$ cat src/rtl/sprite_blitter.sv
// sprite_blitter: copies a 96x64 RGB565 sprite from a combinational ROM into the
// frame buffer at a signed offset, with horizontal mirroring, key-colour
// transparency and clipping. One source pixel per cycle; writes trail the ROM
// address by one cycle.
// Optional feature macro: BLIT_TINT_EN (hit-flash tint of every written pixel).
module sprite_blitter #(
    parameter int unsigned SPR_W  = 96,
    parameter int unsigned SPR_H  = 64,
    parameter int unsigned SCR_W  = 96,
    parameter int unsigned SCR_H  = 64,
    parameter logic [15:0] TRANSP = 16'h0000,
    parameter logic [15:0] TINT   = 16'hF800
) (
    input  logic        clk,
    input  logic        reset,
    input  logic        start,
    input  logic [7:0]  pos_x,
    input  logic [7:0]  pos_y,
    input  logic        flip_h,
    input  logic        tint,
    output logic [12:0] pixel_index,
    input  logic [15:0] oled_colour,
    output logic        fb_we,
    output logic [12:0] fb_addr,
    output logic [15:0] fb_data,
    output logic        busy,
    output logic        done
);

    localparam int unsigned NPIX = SPR_W * SPR_H;
    localparam int unsigned XW   = $clog2(SPR_W);
    localparam int unsigned YW   = $clog2(SPR_H);

    typedef enum logic [1:0] {StIdle, StScan, StDrain, StDone} state_e;

    state_e          state_q, state_d;
    logic [XW-1:0]   sx_q;      // column of the index currently on pixel_index
    logic [YW-1:0]   sy_q;      // row of the index currently on pixel_index
    logic [7:0]      pos_x_q;
    logic [7:0]      pos_y_q;
    logic            flip_q;
    logic            last_pix;
    logic [XW-1:0]   ex;
    logic [9:0]      dx;
    logic [9:0]      dy;
    logic            on_screen;
    logic [12:0]     wr_addr;
    logic [15:0]     wr_data;

`ifdef BLIT_TINT_EN
    logic            tint_q;

    // Latch the tint request alongside the other per-blit parameters.
    always_ff @(posedge clk) begin
        if (reset) begin
            tint_q <= 1'b0;
        end else if (state_q == StIdle && start) begin
            tint_q <= tint;
        end
    end

    assign wr_data = tint_q ? TINT : oled_colour;
`else
    logic            unused_tint;
    assign unused_tint = tint;
    assign wr_data     = oled_colour;
`endif

    assign last_pix = (pixel_index == 13'(NPIX - 1));

    // Destination coordinates of the presented source pixel, 10-bit signed.
    always_comb begin
        ex        = flip_q ? (XW'(SPR_W - 1) - sx_q) : sx_q;
        dx        = {{2{pos_x_q[7]}}, pos_x_q} + {{(10 - XW){1'b0}}, ex};
        dy        = {{2{pos_y_q[7]}}, pos_y_q} + {{(10 - YW){1'b0}}, sy_q};
        // Sign bit clear means non-negative; then an unsigned compare is safe.
        on_screen = !dx[9] && (dx < 10'(SCR_W)) && !dy[9] && (dy < 10'(SCR_H));
        wr_addr   = 13'(dy) * 13'(SCR_W) + 13'(dx);
    end

    // Next-state logic and status outputs.
    always_comb begin
        state_d = state_q;
        busy    = 1'b0;
        done    = 1'b0;
        case (state_q)
            StIdle:  if (start) state_d = StScan;
            StScan: begin
                busy = 1'b1;
                if (last_pix) state_d = StDrain;
            end
            StDrain: begin
                busy    = 1'b1;
                state_d = StDone;
            end
            StDone: begin
                done    = 1'b1;
                state_d = StIdle;
            end
            default: state_d = StIdle;
        endcase
    end

    // State register, source counters and the registered write stage.
    always_ff @(posedge clk) begin
        if (reset) begin
            state_q     <= StIdle;
            pixel_index <= 13'd0;
            sx_q        <= '0;
            sy_q        <= '0;
            pos_x_q     <= 8'd0;
            pos_y_q     <= 8'd0;
            flip_q      <= 1'b0;
            fb_we       <= 1'b0;
            fb_addr     <= 13'd0;
            fb_data     <= 16'd0;
        end else begin
            state_q <= state_d;
            fb_we   <= 1'b0;
            case (state_q)
                StIdle: begin
                    if (start) begin
                        pos_x_q     <= pos_x;
                        pos_y_q     <= pos_y;
                        flip_q      <= flip_h;
                        pixel_index <= 13'd0;
                        sx_q        <= '0;
                        sy_q        <= '0;
                    end
                end
                StScan: begin
                    fb_we   <= (oled_colour != TRANSP) && on_screen;
                    fb_addr <= wr_addr;
                    fb_data <= wr_data;
                    if (!last_pix) begin
                        pixel_index <= pixel_index + 13'd1;
                        if (sx_q == XW'(SPR_W - 1)) begin
                            sx_q <= '0;
                            sy_q <= sy_q + YW'(1);
                        end else begin
                            sx_q <= sx_q + XW'(1);
                        end
                    end
                end
                default: ;
            endcase
        end
    end

endmodule

$ cat config.mk
export PLATFORM = sky130hd
export DESIGN_NAME = sprite_blitter
export DESIGN_NICKNAME = d
export VERILOG_FILES = /design/src/rtl/sprite_blitter.sv
export SDC_FILE = /design/constraint.sdc
export NUM_CORES = 1
export LEC_CHECK = 0
export ABC_CLOCK_PERIOD_IN_PS = 8600
export CORE_ASPECT_RATIO = 0.7
export CORE_MARGIN = 2
export CORE_UTILIZATION = 56
export CTS_CLUSTER_SIZE = 30
export DETAILED_ROUTE_END_ITERATION = 16
export PLACE_DENSITY = 0.86
export SLEW_MARGIN = 20
export SYNTH_ARGS = -nofsm -noshare
export SYNTH_HDL_FRONTEND = slang
export SYNTH_SLANG_ARGS = --single-unit
$ cat constraint.sdc
create_clock -name clk -period 8.6 [get_ports clk]
set_input_delay 1.72 -clock clk [delete_from_list [all_inputs] [get_ports clk]]
set_output_delay 1.72 -clock clk [all_outputs]
set_load 0.02 [all_outputs]
==> results.toml <==
[run_status]
status = "completed"

[worst_setup_path]
critPathMostFrequentCell = "a21oi_1"
worstSetupPathDepth = 7
reg2reg_depth = 18
reg2reg_to = "fb_addr[12]"
crit_fanout = 19
critPathRequiredTime_ps = 8890
critPathLaunchType = "input pin"
endpoint = "pixel_index[9]"
r2r-start = "flip_q"
critPathTopFamily = "simple AND/OR/NAND/NOR gates"
cp_num_buf_inv = 1
r2r_slack_ps = 4530
end_kind = "flop"
crit_chain = "clkdlybuf4s50_1, and2_1, a21oi_1, o21ba_2, nand4_1, or3_1, a21oi_1"
crit_arrival_ps = 4450
path_class = "in2reg"
slowest_delay_ps = 630
startpoint = "start"
crit_slowest_cell = "and2_1"

[finish]
nets = 609
post_route_cells_drive_above_1_share = 0.0518
syn2layout_area_growth_pct = 24.7
nFillCells = 549
multi_input_area_um2 = 2450
n_antenna_cell = 0
register_area_um2 = 1500

[clock_network]
clkTransAtPathRegs_ps = 80
cts_buffer_depth = 2
cts_resized = 0
cts_hold_buf = 0
postCtsSetupBuffers = 0
htree_levels = 3
cts_sinks = 75
numCtsBuffers = 9
clockRootBuffer = "clkbuf_8"
clk_latency_ps = 360
cts_tree = "done"

[power]
p_leak_nw = 2.03
ir_worst_vdd_v = 0.000183
p_total_mw = 1.30
powerDensity_nw_per_um2 = 255

[timing]
slew_viol_final = 0
period_share = 0.483
tightest_slew_ps = 1060
maxSlewHeadroom = 0.292
clock_skew_ps = 8.73
min_period_ps = 4160
max_freq_mhz = 241
hold_viol = 0
whs_ps = 467
setup_viol = 0
finalSetupTns_ps = 0
rsz0062_at_grt = "no"

[logic_synthesis]
ys_seq_area_frac = 0.368
ys_seq_elements = 75
synth_area_per_cell_um2 = 8.84
async_reset_ff_frac = 0
yosysWarnings = 0
synth_area_leaders = "dfxtp_1 (37%), ha_1 (9.8%), mux2i_1 (5.9%)"
synth_area_leader_cell = "dfxtp_1"
synth_ff_type = "dfxtp_1"
synthesis.area_um2 = 4090
ys_types = 53
synth_cells = 462
yosysMostFrequentCell = "dfxtp_1"
synth_commonest_cells = "dfxtp_1 (75), nor2_1 (62), nand2_1 (43)"
synth_top_area_frac = 0.368
synth_edf_count = 0
syn_nets = 535

[global_routing]
grt_usage = 0.246
grt_start_max_net_pins = 57
gr-total-overflow = 0
grt_pass1_vias = 3414
antenna_found_initial = 0
grt_pass1_wl_um = 15500

[floorplan]
core_region_area_um2 = 7190
io_pins = 82
die-area_um2 = 8010
die_h_um = 75.5
start_util = 0.568
die_w_um = 106
row_count = 26

[routing]
drt-pass1-iter-count = 4
routedWlPerCell_um = 15.1
wirelength_um = 9650
drt-initial-drc-count = 163
num_vias = 3530
ant_nets = 0
drc = 0
vias_per_cell = 5.52

[placed_design]
port_buffers = 80
gp_congestion = 0.894
dp_hpwl_um = 7170

[hold_path]
hold_class = "reg2reg"

[run]
maxCapViolCount = 0
per-layer routing:
metal | vias up | part of all wire | GRT usage
met5 | - | 0 | 0
met4 | 0 | 0.015 | 0.0950
met3 | 14 | 0.046 | 0.0530
met2 | 86 | 0.48 | 0.441
met1 | 1671 | 0.46 | 0.298
li1 | 1759 | - | -
report_power, final:
group	total [mW]	internal [mW]	switching, mW
combinational	0.612	0.268	0.344
clock	0.228	0.104	0.125
sequential	0.461	0.414	0.0467
cell type report:
cell class	instances	share of cell area
Clock buffer	13	0.0273
Clock inverter	3	0.00295
Inverter	18	0.0133
Multi-Input combinational cell	352	0.482
Sequential cell	75	0.295
Tap cell	98	0.0241
Timing Repair Buffer	80	0.156
tightest hold or removal path, stage by stage, from the launching register on:
cell     delay (ps)
dfxtp_1         320
nand2_1          50
a21oi_1          50
worst min-delay path by stage:
stage	start	endpoint	slack (ps)	cells after the start
final	pos_x_q[0]	pos_x_q[0]	470	2
after global routing	pos_x_q[0]	pos_x_q[0]	480	2
after CTS	pos_x_q[0]	pos_x_q[0]	460	2
after detailed placement	pos_x_q[0]	pos_x_q[0]	450	2
after global placement	pos_x_q[0]	pos_x_q[0]	450	2
after floorplan	pos_y_q[0]	pos_y_q[0]	440	2
sequential cells by signal (all words and copies together) (netlist names):
register and cells:
pos_y_q 8, sy_q 6, flip_q 1, fb_addr 13, pixel_index 13, fb_we 1, sx_q 7, state_q 2
fb_data 16, pos_x_q 8
through the flow:
stage	std cells	cell area [µm²]	setup WS, ps	utilization
2_1_floorplan	462	4090	4920	-
3_3_place_gp	623	4940	4210	0.687
6_report	639	5090	4440	0.709
5_1_grt	639	5090	4170	0.709
3_5_place_dp	623	4940	4110	0.687
4_1_cts	639	5090	4470	0.709
cells by family after synthesis:
| group | synth area share |
|---|---|
| AO/OA/AOI/OAI | 0.143 |
| XOR/XNOR | 0.0812 |
| adder cells (fa/ha/maj) | 0.120 |
| buffers and inverters | 0.0325 |
| flip-flops | 0.368 |
| multiplexers | 0.0616 |
| AND/OR/NAND/NOR | 0.194 |
layout by cell type, fill, tap and decap left out, drive strengths merged, types with 2 or more instances in the layout:
| cell type | netlist | layout |
|---|---|---|
| a211oi | 9 | 9 |
| a21o | 9 | 9 |
| a21oi | 42 | 42 |
| and3 | 2 | 2 |
| clkbuf | 12 | 13 |
| clkdlybuf4s50 | 0 | 79 |
| clkinv | 0 | 3 |
| dfxtp | 75 | 75 |
| fa | 4 | 4 |
| ha | 32 | 32 |
| inv | 18 | 18 |
| mux2i | 24 | 24 |
| nand2 | 43 | 43 |
| nand2b | 4 | 4 |
| nand3 | 11 | 11 |
| nand4 | 12 | 12 |
| nor2 | 64 | 64 |
| nor2b | 6 | 6 |
| nor4 | 6 | 6 |
| o21a | 3 | 3 |
| o21ai | 13 | 13 |
| o21ba | 3 | 3 |
| o221a | 2 | 2 |
| o41ai | 2 | 2 |
| or3 | 6 | 6 |
| xnor2 | 15 | 15 |
| xor2 | 22 | 22 |
Power figures use the tool's default switching activity.
